--- src/rtl/neuron_input_buffer.sv ---
// N-lane serial-in / parallel-reload staging buffer feeding the neuron bank.
// Optional build macro NEURON_FB_RELU_EN clamps negative feedback lanes to zero on reload.
module neuron_input_buffer #(
    parameter int DATA_W  = 8,
    parameter int N_LANES = 4,
    parameter int CNT_W   = 3
) (
    input  logic                        clk,
    input  logic                        rstn,
    input  logic [1:0]                  sel,
    input  logic                        in_valid,
    input  logic [DATA_W-1:0]           in_data,
    output logic                        in_ready,
    input  logic                        fb_valid,
    input  logic [N_LANES*DATA_W-1:0]   fb_data,
    input  logic                        consume,
    output logic [N_LANES*DATA_W-1:0]   neuron_in,
    output logic [CNT_W-1:0]            fill_count,
    output logic                        full
);

    typedef enum logic [1:0] {
        MODE_SHIFT   = 2'b00,
        MODE_HOLD    = 2'b01,
        MODE_LOAD_FB = 2'b10,
        MODE_CLEAR   = 2'b11
    } mode_e;

    localparam logic [CNT_W-1:0] FULL_CNT = CNT_W'(N_LANES);

    mode_e             mode;
    logic [DATA_W-1:0] lane_q [N_LANES];
    logic [DATA_W-1:0] lane_d [N_LANES];
    logic [DATA_W-1:0] fb_lane [N_LANES];
    logic [CNT_W-1:0]  fill_count_q, fill_count_d;
    logic              full_q, full_d;
    logic              accept;

    assign mode     = mode_e'(sel);
    assign in_ready = (mode == MODE_SHIFT) && !full_q;
    assign accept   = in_valid && in_ready;

    genvar gi;
    generate
        for (gi = 0; gi < N_LANES; gi++) begin : g_lane
            logic [DATA_W-1:0] fb_raw;
            assign fb_raw = fb_data[gi*DATA_W +: DATA_W];
`ifdef NEURON_FB_RELU_EN
            assign fb_lane[gi] = fb_raw[DATA_W-1] ? '0 : fb_raw;
`else
            assign fb_lane[gi] = fb_raw;
`endif
            assign neuron_in[gi*DATA_W +: DATA_W] = lane_q[gi];
        end
    endgenerate

    always_comb begin
        for (int k = 0; k < N_LANES; k++) begin
            lane_d[k] = lane_q[k];
        end
        fill_count_d = fill_count_q;

        case (mode)
            MODE_CLEAR: begin
                for (int k = 0; k < N_LANES; k++) begin
                    lane_d[k] = '0;
                end
                fill_count_d = '0;
            end
            MODE_LOAD_FB: begin
                // Whole LOAD_FB mode outranks consume, even when fb_valid is low.
                if (fb_valid) begin
                    for (int k = 0; k < N_LANES; k++) begin
                        lane_d[k] = fb_lane[k];
                    end
                    fill_count_d = FULL_CNT;
                end
            end
            default: begin
                if (accept) begin
                    lane_d[0] = in_data;
                    for (int k = 1; k < N_LANES; k++) begin
                        lane_d[k] = lane_q[k-1];
                    end
                end
                // accept implies !full, so the increment can never pass N_LANES.
                if (consume) begin
                    fill_count_d = accept ? CNT_W'(1) : '0;
                end else if (accept) begin
                    fill_count_d = fill_count_q + CNT_W'(1);
                end
            end
        endcase

        full_d = (fill_count_d == FULL_CNT);
    end

    always_ff @(posedge clk) begin
        if (rstn) begin
            for (int k = 0; k < N_LANES; k++) begin
                lane_q[k] <= '0;
            end
            fill_count_q <= '0;
            full_q       <= 1'b0;
        end else begin
            for (int k = 0; k < N_LANES; k++) begin
                lane_q[k] <= lane_d[k];
            end
            fill_count_q <= fill_count_d;
            full_q       <= full_d;
        end
    end

    assign fill_count = fill_count_q;
    assign full       = full_q;

endmodule

--- config.mk ---
export PLATFORM = sky130hd
export DESIGN_NAME = neuron_input_buffer
export DESIGN_NICKNAME = d
export VERILOG_FILES = /design/src/rtl/neuron_input_buffer.sv
export SDC_FILE = /design/constraint.sdc
export NUM_CORES = 1
export LEC_CHECK = 0
export CAP_MARGIN = 20
export CORE_MARGIN = 8
export CORE_UTILIZATION = 37
export DETAILED_ROUTE_END_ITERATION = 7
export GPL_TIMING_DRIVEN = 0
export PLACE_DENSITY_LB_ADDON = 0.25
export SYNTH_ARGS = -nofsm -noshare
export SYNTH_HDL_FRONTEND = slang
export SYNTH_SLANG_ARGS = --single-unit
--- constraint.sdc ---
create_clock -name clk -period 1.2 [get_ports clk]
set_input_delay 0.24 -clock clk [delete_from_list [all_inputs] [get_ports clk]]
set_output_delay 0.24 -clock clk [all_outputs]
set_load 0.02 [all_outputs]
-- Word level (Yosys, flattened, before mapping)
Memory sizes are Yosys's and may differ from the RTL's.
Cells that the tools add are included.
Widths: inputs -> output; s select.
- add/sub/neg operators: 1
- $mul: 0
- divide/modulo/power cells: 0
- $lt $le $gt $ge: 0
- equality and inequality tests: 3
- shift operators: 0
- mux-type cells: 15
- bitwise operators: 4
- reduce and logical (&&, ||, !) cells: 4
- operator list (operator ; number):
    $mux 32 ; 2
    $pmux 32 s2 ; 1
    $mux 8 ; 4
    $mux 3 ; 3
    $pmux 3 s2 ; 1
    $eq 2x2->1 const B ; 2
    $mux 1 ; 4
    $or 1x1->1 ; 4
    $add 3x1->3 const B ; 1
    $eq 3x3->1 const B ; 1
    $logic_and 1x1->1 ; 2
    $logic_not 2->1 ; 1
    $logic_not 1->1 ; 1
- register bits after elaboration: 4
- latch bits: 0
- memory bits (writable): 32
- bits in read-only memories: 0
- bits of input ports: 47
- output and inout bits: 37
- logic and storage cells: 30
- memories kept: 1
- memory list (memory ; depth ; width ; read ports ; clocked after memory_dff ; write ports ; line ; RTL):
    lane_q ; 4 ; 8 ; 4 ; 0 ; 4 ; 32 ; logic [DATA_W-1:0] lane_q [N_LANES];

-- Longest topological paths before layout
Gate-level depths: netlist (run 1).
- depth in word-level cells: 7
- depth in mapped cells: 6
- mapped depth without buffers: 4

-- Least setup slack after synthesis (run 1)
Ideal clock, no wire load.
- path kind: register to register
- start: reg full_q (netlist: full)
- end: mem lane_q[0][0]
- library setup time: 0.081 ns
- data arrival time: 1.331 ns
- required time: 1.119 ns
- slack: -0.213 ns
- cell stages (with the launch flop): 7
- buffers on the path: 2
- period minus slack after synthesis: 1.413 ns
- path through: dfxtp_1 -> nor4b_4 -> nand2b_1 -> buf_6 -> buf_6 -> nor2_1 -> a211oi_2
- RTL lines (what ; line ; RTL):
    start, declared ; 36 ; logic full_q, full_d;
    start signal, assigned ; 110 ; full_q <= full_d;
    end, declared ; 32 ;

-- Final worst setup path (run 1)
- start: in consume
- end: reg full_q (netlist: full)
- cells in the longest elaborated chain, start to end: 3
- RTL lines (what ; line ; RTL):
    start, declared ; 16 ; input logic consume,
    $mux 3 ; 87 ; if (consume) begin
    $pmux 3 s2 ; 63 ; case (mode)
    $eq 3x3->1 ; 95 ; full_d = (fill_count_d == FULL_CNT);
Every way passes these cells.
A chain may end at the register's enable or synchronous reset.

==> results of run 1 <==
==> where the power goes <==
group | internal [mW] | switching, mW | leakage, nW | total, mW
Clock | 0.617 | 0.438 | 0.0552 | 1.05
Combinational | 0.497 | 0.505 | 0.832 | 1.00
Sequential | 1.29 | 0.0756 | 0.299 | 1.37
Total | 2.41 | 1.02 | 1.19 | 3.42
==> cell usage in the layout, fill, tap and decap left out, types with 2 or more instances in the layout <==
cell type	count
sky130_fd_sc_hd__buf_2	19
sky130_fd_sc_hd__nor2_1	19
sky130_fd_sc_hd__buf_4	6
sky130_fd_sc_hd__clkbuf_16	3
sky130_fd_sc_hd__dlymetal6s2s_1	2
sky130_fd_sc_hd__nor2_4	4
sky130_fd_sc_hd__nor2b_1	33
sky130_fd_sc_hd__clkbuf_2	12
sky130_fd_sc_hd__buf_8	3
sky130_fd_sc_hd__dfxtp_2	6
sky130_fd_sc_hd__a211oi_2	28
sky130_fd_sc_hd__clkdlybuf4s50_1	40
sky130_fd_sc_hd__clkdlybuf4s15_2	7
sky130_fd_sc_hd__buf_12	2
sky130_fd_sc_hd__clkdlybuf4s15_1	2
sky130_fd_sc_hd__clkbuf_8	6
sky130_fd_sc_hd__clkbuf_1	5
sky130_fd_sc_hd__a211oi_1	4
sky130_fd_sc_hd__nor2_2	12
sky130_fd_sc_hd__buf_6	3
sky130_fd_sc_hd__clkbuf_4	4
sky130_fd_sc_hd__dfxtp_1	30
sky130_fd_sc_hd__a21oi_1	33
==> kinds of logic after synthesis <==
group                      after synthesis  synth area share (%)
and+or+nand+nor                         76                  21.9
DFF                                     36                  38.9
adders and majority gates                1                 0.675
buffers and inverters                   20                  6.41
AOI/OAI and AO/OA                       72                  32.1
==> how the worst max path moves through the flow <==
| stage | end | startpoint | slack, ns |
|---|---|---|---|
| floorplan | lane_q[0][0]$_SDFFE_PP0P_ | full$_SDFF_PP0_ | -0.16 |
| global placement | in_ready | sel[1] | -0.98 |
| detailed placement | in_ready | sel[1] | -0.97 |
| CTS | lane_q[0][23]$_SDFFE_PP0P_ | full$_SDFF_PP0_ | -0.20 |
| global route | lane_q[0][2]$_SDFFE_PP0P_ | full$_SDFF_PP0_ | -0.19 |
| finish | full$_SDFF_PP0_ | consume | -0.14 |
==> timing repair <==
item	CTS	global route
setup buffers	2	2
pin swaps	4	31
hold endpoints to repair	0	0
gates resized for setup	125	74
gates cloned	1	3
endpoints found under the setup margin	73	62
==> cell type report <==
class                   count  area (um^2)
repair buffers             90          802
well taps                  67         83.8
multi-input cells         149         1110
plain buffers              19          184
clock inverters             2         35.0
flip-flops and latches     36          728
clock buffers               6         72.6
inverters                   1         3.75
fillers                   448         1760
==> critical path, delay by kind of cell <==
family,cells,cell delay [ns]
and+or+nand+nor,2,0.75
buffers and inverters,1,0.30
AOI/OAI and AO/OA,2,0.28
==> flip-flops by register name (all words and copies together) (netlist names) <==
name        count
fill_count      3
full            1
lane_q         32
==> metrics by stage <==
stage,cell area (um^2),utilization (%),cells
finish,3020,63.2,370
global route,3020,63.2,370
CTS,2960,61.9,365
detailed placement,2760,57.7,354
global placement,2760,57.7,354
floorplan,1860,-,205
==> per-layer routing <==
layer | vias to the layer above | part of all wire (%) | GRT usage (%) | wire length, um
met4 | 0 | 0.81 | 6.73 | 49
met1 | 881 | 44 | 18.0 | 2650
li1 | 914 | - | - | -
met5 | - | 0 | 0 | 0
met2 | 50 | 50 | 26.0 | 3060
met3 | 2 | 5.3 | 5.29 | 321
==> qor.txt, run 1 <==
Outcome - finished with violations
Failing checks - setup timing
Maximum Capacitance Violations - 0
Hold Buf Count CTS - 0
Worst reg2reg path startpoint - fill_count[2]$_SDFF_PP0_
Setup repair after global routing missed its margin - yes
Minimum setup slack in the final design - -0.143 ns
Proportion of netlist area held by the largest area contributor - 38.9%
Max stage delay on crit path - 0.55 ns
Count of nets after finishing - 350
Power consumption - 3.42 mW
Via density per instance - 4.99
Share of async-settable or async-resettable flops after synthesis - 0%
Mapped cell area - 1850 um^2
Post-synthesis instance total - 205
Endpoint of the worst register-to-register path - full$_SDFF_PP0_
Arrival time at the worst endpoint - 1.57 ns
Count of cells along the worst hold path - 2
Tightest Pin Transition - 0.777 ns
Initial DRT Pass Iterations - 4
Worst hold-check path type - input pin to flop
Initial antenna violation count - 0
Worst setup slack after placement - -0.973 ns
Ratio of cells with drive above 1 in the final layout - 40.6%
Power density normalized to cell area - 1130 nW/um^2
Area leader, netlist - sky130_fd_sc_hd__dfxtp_1
Data required time at the worst endpoint - 1.43 ns
Cell count of the worst reg-to-reg path - 4
Ranking of synthesized cells by area - sky130_fd_sc_hd__dfxtp_1, sky130_fd_sc_hd__a211oi_2, sky130_fd_sc_hd__nor2b_1
Worst IR Drop VDD - 0.546 mV
Leading post-synthesis cells by instance count - sky130_fd_sc_hd__dfxtp_1, sky130_fd_sc_hd__nor2_1, sky130_fd_sc_hd__a21oi_1, sky130_fd_sc_hd__nor2b_1, sky130_fd_sc_hd__a211oi_2
Sort of element at the end of the critical path - flop
Clock tree root driver cell - sky130_fd_sc_hd__clkbuf_8
Static leakage power - 1.19 nW
CTS tree - done
Clock sinks - 36
Mean cell area of the mapped netlist - 9.05 um^2
Latest clock arrival within the worst-skew pair - 0.29 ns
First-pass GRT wire length - 9310 um
Slew Limit Fails - 0
Antenna diodes - 0
Slowest cell on crit path - sky130_fd_sc_hd__or4b_1
Yosys synthesis warning count - 0
Buffers from clock root to sink, at most - 2
Area of the placeable core - 4790 um^2
Placement Rows - 25
Ordered list of cells on the worst path - dlygate4sd2_1 > or4b_1 > a21o_1 > o211ai_1 > and3_1
Initial Util - 38.7%
Finish-stage setup viols - 34
Die Footprint - 7530 um^2
Global-route usage over all layers - 15.7%
Highest clock rate - 0.744 GHz
Count of pins on the block boundary - 84
Portion of the clock cycle consumed by the worst path in the final layout - 112%
Vias - 1847
Maximum number of pins on one net before global-route repair - 12
Total routed wirelength - 6090 um
Most repeated cell in the gate-level netlist after synthesis - sky130_fd_sc_hd__dfxtp_1
Detailed router's first-iteration violation count - 89
Crit path kind - input pin to flop
Worst Hold Path EP - lane_q[0][14]$_SDFFE_PP0P_
Average wire per cell in the routed design - 16.4 um
Hold slack - 0.401 ns
Maximum fanout along the worst path - 5
Number of remaining DRC errors - 0
Fin Setup TNS - -2.89 ns
Ys flop type - sky130_fd_sc_hd__dfxtp_1
CTS H-tree lvls - 2
Register bit total from synthesis - 36
Number of enable flip-flop cells after synthesis - 0
Area added between synthesis and finish - 63.1%
Number of nets still failing antenna checks after routing - 0
Buffers on Ports - 82
Final HPWL DP - 4330 um
Floorplan die width - 86.8 um
Gr ovfl total - 0
Global placement routability congestion - 0.772
Share of synthesized area occupied by flip-flops and latches - 38.9%
Startpoint class of the critical path - input pin
Distinct cell type count of the synthesized netlist - 25
Reg2Reg Setup Slack - -0.13 ns
Post-Syn Nets - 253
Skew final - 0.00845 ns
Relative slew slack - 48.2%
Origin of the worst min-delay path - rstn
Clock-pin slew on the worst setup and hold paths - 0.07 ns
Vias in the first global route - 1827
Minimum clock period after layout - 1.34 ns
Die Height - 86.8 um
Total clock buffers created by CTS - 5
Final Hold Viols - 0
No activity file was read; power rests on OpenSTA's default activity.
==> inputs of run 2 (changes only) <==
ABC_AREA = 1   (was default)
CORE_UTILIZATION = 35   (was 37)
CTS_CLUSTER_DIAMETER = 150   (was default)
==> run 2 against run 1 <==
Effect of this change: the flow still finishes with violations (setup timing); die area is 6.2% lower; critical path depth shrank 1; global-route usage decreased by 0.55 points; via count grew 1.4%; routed wire length decreased by 8.0%; core utilization shrank 4.3 points; first-iteration DRC count rose by 16%; largest power group unchanged.
==> qor.txt, run 2 <==
Worst setup slack after placement - -0.733 ns (+0.240 ns)
Relative slew slack - 70.1% (+22 points)
Global placement routability congestion - 0.757 (-1.9%)
Count of pins on the block boundary - 84 (unchanged)
Slew Limit Fails - 0 (unchanged)
Outcome - finished with violations
Final HPWL DP - 4120 um (-4.8%)
Number of remaining DRC errors - 0 (unchanged)
Arrival time at the worst endpoint - 0.98 ns (-0.59 ns)
Total routed wirelength - 5600 um (-8.0%)
Worst IR Drop VDD - 0.706 mV (+29%)
Proportion of netlist area held by the largest area contributor - 44.5% (+5.6 points)
Skew final - 0.00944 ns (+0.000995 ns)
CTS H-tree lvls - 2 (unchanged)
Failing checks - setup timing
Tightest Pin Transition - 0.448 ns (-0.329 ns)
Worst reg2reg path startpoint - fill_count[1]$_SDFF_PP0_
Portion of the clock cycle consumed by the worst path in the final layout - 102% (-10 points)
Area added between synthesis and finish - 60.4%
Average wire per cell in the routed design - 15.0 um (-8.7%)
Count of fill cells added during filler insertion - 427 (-4.7%)
Clock sinks - 36 (unchanged)
Maximum Capacitance Violations - 0 (unchanged)
First-pass GRT wire length - 8950 um (-3.9%)
Share of synthesized area occupied by flip-flops and latches - 44.5% (+5.6 points)
Global-route layer with the greatest usage - met2
Number of nets still failing antenna checks after routing - 0 (unchanged)
CTS tree - done
Count of nets after finishing - 368 (+5.1%)
Post-synthesis instance total - 224 (+9.3%)
Buffers on Ports - 83 (+1.2%)
Most frequent cells in the layout - sky130_fd_sc_hd__nand2_1, sky130_fd_sc_hd__clkdlybuf4s50_1, sky130_fd_sc_hd__dfxtp_1, sky130_fd_sc_hd__a31oi_1, sky130_fd_sc_hd__o21ai_1
Distinct cell type count of the synthesized netlist - 19 (-24%)
Final Hold Viols - 0 (unchanged)
Ranking of synthesized cells by area - sky130_fd_sc_hd__dfxtp_1, sky130_fd_sc_hd__nand2_1, sky130_fd_sc_hd__a31oi_1
Count of placed standard cells including taps - 359 (+1.4%)
Number of standard cells in the final layout excluding fillers - 373 (+0.81%)
Initial antenna violation count - 0 (unchanged)
Clock-pin slew on the worst setup and hold paths - 0.07 ns (about the same)
Ratio of cells with drive above 1 in the final layout - 25.2% (-15 points)
Post-Syn Nets - 272 (+7.5%)
Hold slack - 0.390 ns (-0.0107 ns)
Vias - 1872 (+1.4%)
Share of async-settable or async-resettable flops after synthesis - 0% (unchanged)
Mean cell area of the mapped netlist - 7.23 um^2 (-20%)
Via density per instance - 5.02 (+0.54%)
Number of enable flip-flop cells after synthesis - 0 (unchanged)
Die Height - 84.0 um (-3.2%)
Static leakage power - 1.10 nW (-7.5%)
Highest clock rate - 0.820 GHz (+10%)
Latest clock arrival within the worst-skew pair - 0.28 ns (about the same)
Buffers from clock root to sink, at most - 2 (unchanged)
Clock tree root driver cell - sky130_fd_sc_hd__clkbuf_8
Crit. Startpoint - full$_SDFF_PP0_
Area of the multi-input gates - 820 um^2 (-26%)
Maximum number of pins on one net before global-route repair - 12 (unchanged)
Maximum fanout along the worst path - 3 (-2)
Area taken by flip-flops and latches - 724 um^2 (-0.52%)
Floorplan die width - 84.0 um (-3.2%)
Mapped cell area - 1620 um^2 (-13%)
Minimum clock period after layout - 1.22 ns (-0.124 ns)
Data required time at the worst endpoint - 0.96 ns (-0.47 ns)
Reg2Reg Setup Slack - 0.06 ns (+0.19 ns)
Total clock buffers created by CTS - 5 (unchanged)
Gr ovfl total - 0 (unchanged)
Finish-stage setup viols - 1 (-97%)
Most frequent standard cell in the layout excluding fill and tap cells - sky130_fd_sc_hd__nand2_1
Power density normalized to cell area - 1210 nW/um^2 (+7.1%)
Initial DRT Pass Iterations - 4 (unchanged)
Top register by number of flip-flops - lane_q
Met2 usage in global routing - 24.0% (-1.9 points)
Setup repair after global routing missed its margin - yes
Most repeated cell in the gate-level netlist after synthesis - sky130_fd_sc_hd__nand2_1
Ys flop type - sky130_fd_sc_hd__dfxtp_1
Sort of element at the end of the critical path - primary output
Origin of the worst min-delay path - sel[0]
Met1 GRT Util - 18.5% (+0.53 points)
Crit path kind - flop to primary output
Area leader, netlist - sky130_fd_sc_hd__dfxtp_1
Detailed router's first-iteration violation count - 103 (+16%)
Worst hold-check path type - input pin to flop
Yosys synthesis warning count - 0 (unchanged)
Area of the placeable core - 4410 um^2 (-7.8%)
Global routing usage on met3 - 4.88% (-0.41 points)
Minimum setup slack in the final design - -0.0194 ns (+0.124 ns)
Placement Rows - 24 (-4.0%)
Power consumption - 3.15 mW (-8.0%)
Startpoint class of the critical path - flop
Register bit total from synthesis - 36 (unchanged)
Vias in the first global route - 1780 (-2.6%)
Antenna diodes - 0 (unchanged)
Initial Util - 36.7% (-2.0 points)
Leading post-synthesis cells by instance count - sky130_fd_sc_hd__nand2_1, sky130_fd_sc_hd__dfxtp_1, sky130_fd_sc_hd__a31oi_1
Die Footprint - 7060 um^2 (-6.2%)
Max FFs per register - 32 (unchanged)
Global-route usage over all layers - 15.2% (-0.55 points)
## run 2: cell types whose count changed after synthesis, sizes merged, moves of 32 or more
cell	before	now
nand2	0	80
nor2b	33	0
a31oi	0	32
a211oi	32	0
a21oi	33	1
o21ai	2	35
## run 2: layer usage
layer,up-vias,part of all wire (%)
met5,-,0
met4,0,1.3
met3,5,7.4
met2,66,47
met1,848,45
li1,953,-
## run 2: kinds of logic (layout without fill, tap and decap cells)
logic type / after synthesis / count (layout) / share of synthesized area, %
and+or+nand+nor: 93 / 94 / 23.4
AOI/OAI and AO/OA: 68 / 68 / 23.5
DFF: 36 / 36 / 44.5
buffers and inverters: 26 / 122 / 7.88
adders and majority gates: 1 / 1 / 0.772
## run 2: final timing paths
path              cells past startpoint                    endpoint
setup / recovery                      4                    in_ready
hold / removal                        4  lane_q[0][15]$_SDFFE_PP0P_
setup reg to reg                     10             full$_SDFF_PP0_
hold reg to reg                       2  lane_q[0][23]$_SDFFE_PP0P_
## run 2: metrics by stage
step	instance area [um^2]	setup TNS [ns]	util (%)
detailed placement	2520	-18.52	57.1
CTS	2680	-0.0641	60.7
finish	2600	-0.0194	58.9
floorplan	1630	0	-
global route	2600	-0.140	58.9
global placement	2520	-18.05	57.1
## run 2: what timing repair did
item / in CTS / in global routing
setup buffers: 3 / 2
pin swaps: 3 / 7
resized for setup: 115 / 51
hold buffers: 0 / 0
hold endpoints to repair: 0 / 0
setup endpoints to repair: 72 / 58
cloned: 1 / 0
## run 2: area by class of cell
type                    count  area share, %
flip-flops and latches     36           27.9
multi-input cells         163           31.5
inverters                  11           1.69
repair buffers             88           27.7
clock buffers               6           2.79
plain buffers              15           4.53
clock inverters             2           1.35
well taps                  52           2.50
## run 2: worst max-delay path: stages, from the launching register on
cell and delay, ns:
sky130_fd_sc_hd__dfxtp_2 0.34, sky130_fd_sc_hd__inv_4 0.08, sky130_fd_sc_hd__nand2_4 0.05, sky130_fd_sc_hd__nor2_4 0.11, sky130_fd_sc_hd__buf_6 0.12
## run 2: report_power, final
part / total, mW / internal, mW / leakage [nW] / switching [mW]
registers: 1.36 / 1.29 / 0.299 / 0.0715
clock network: 1.04 / 0.617 / 0.0552 / 0.424
logic: 0.749 / 0.346 / 0.744 / 0.403
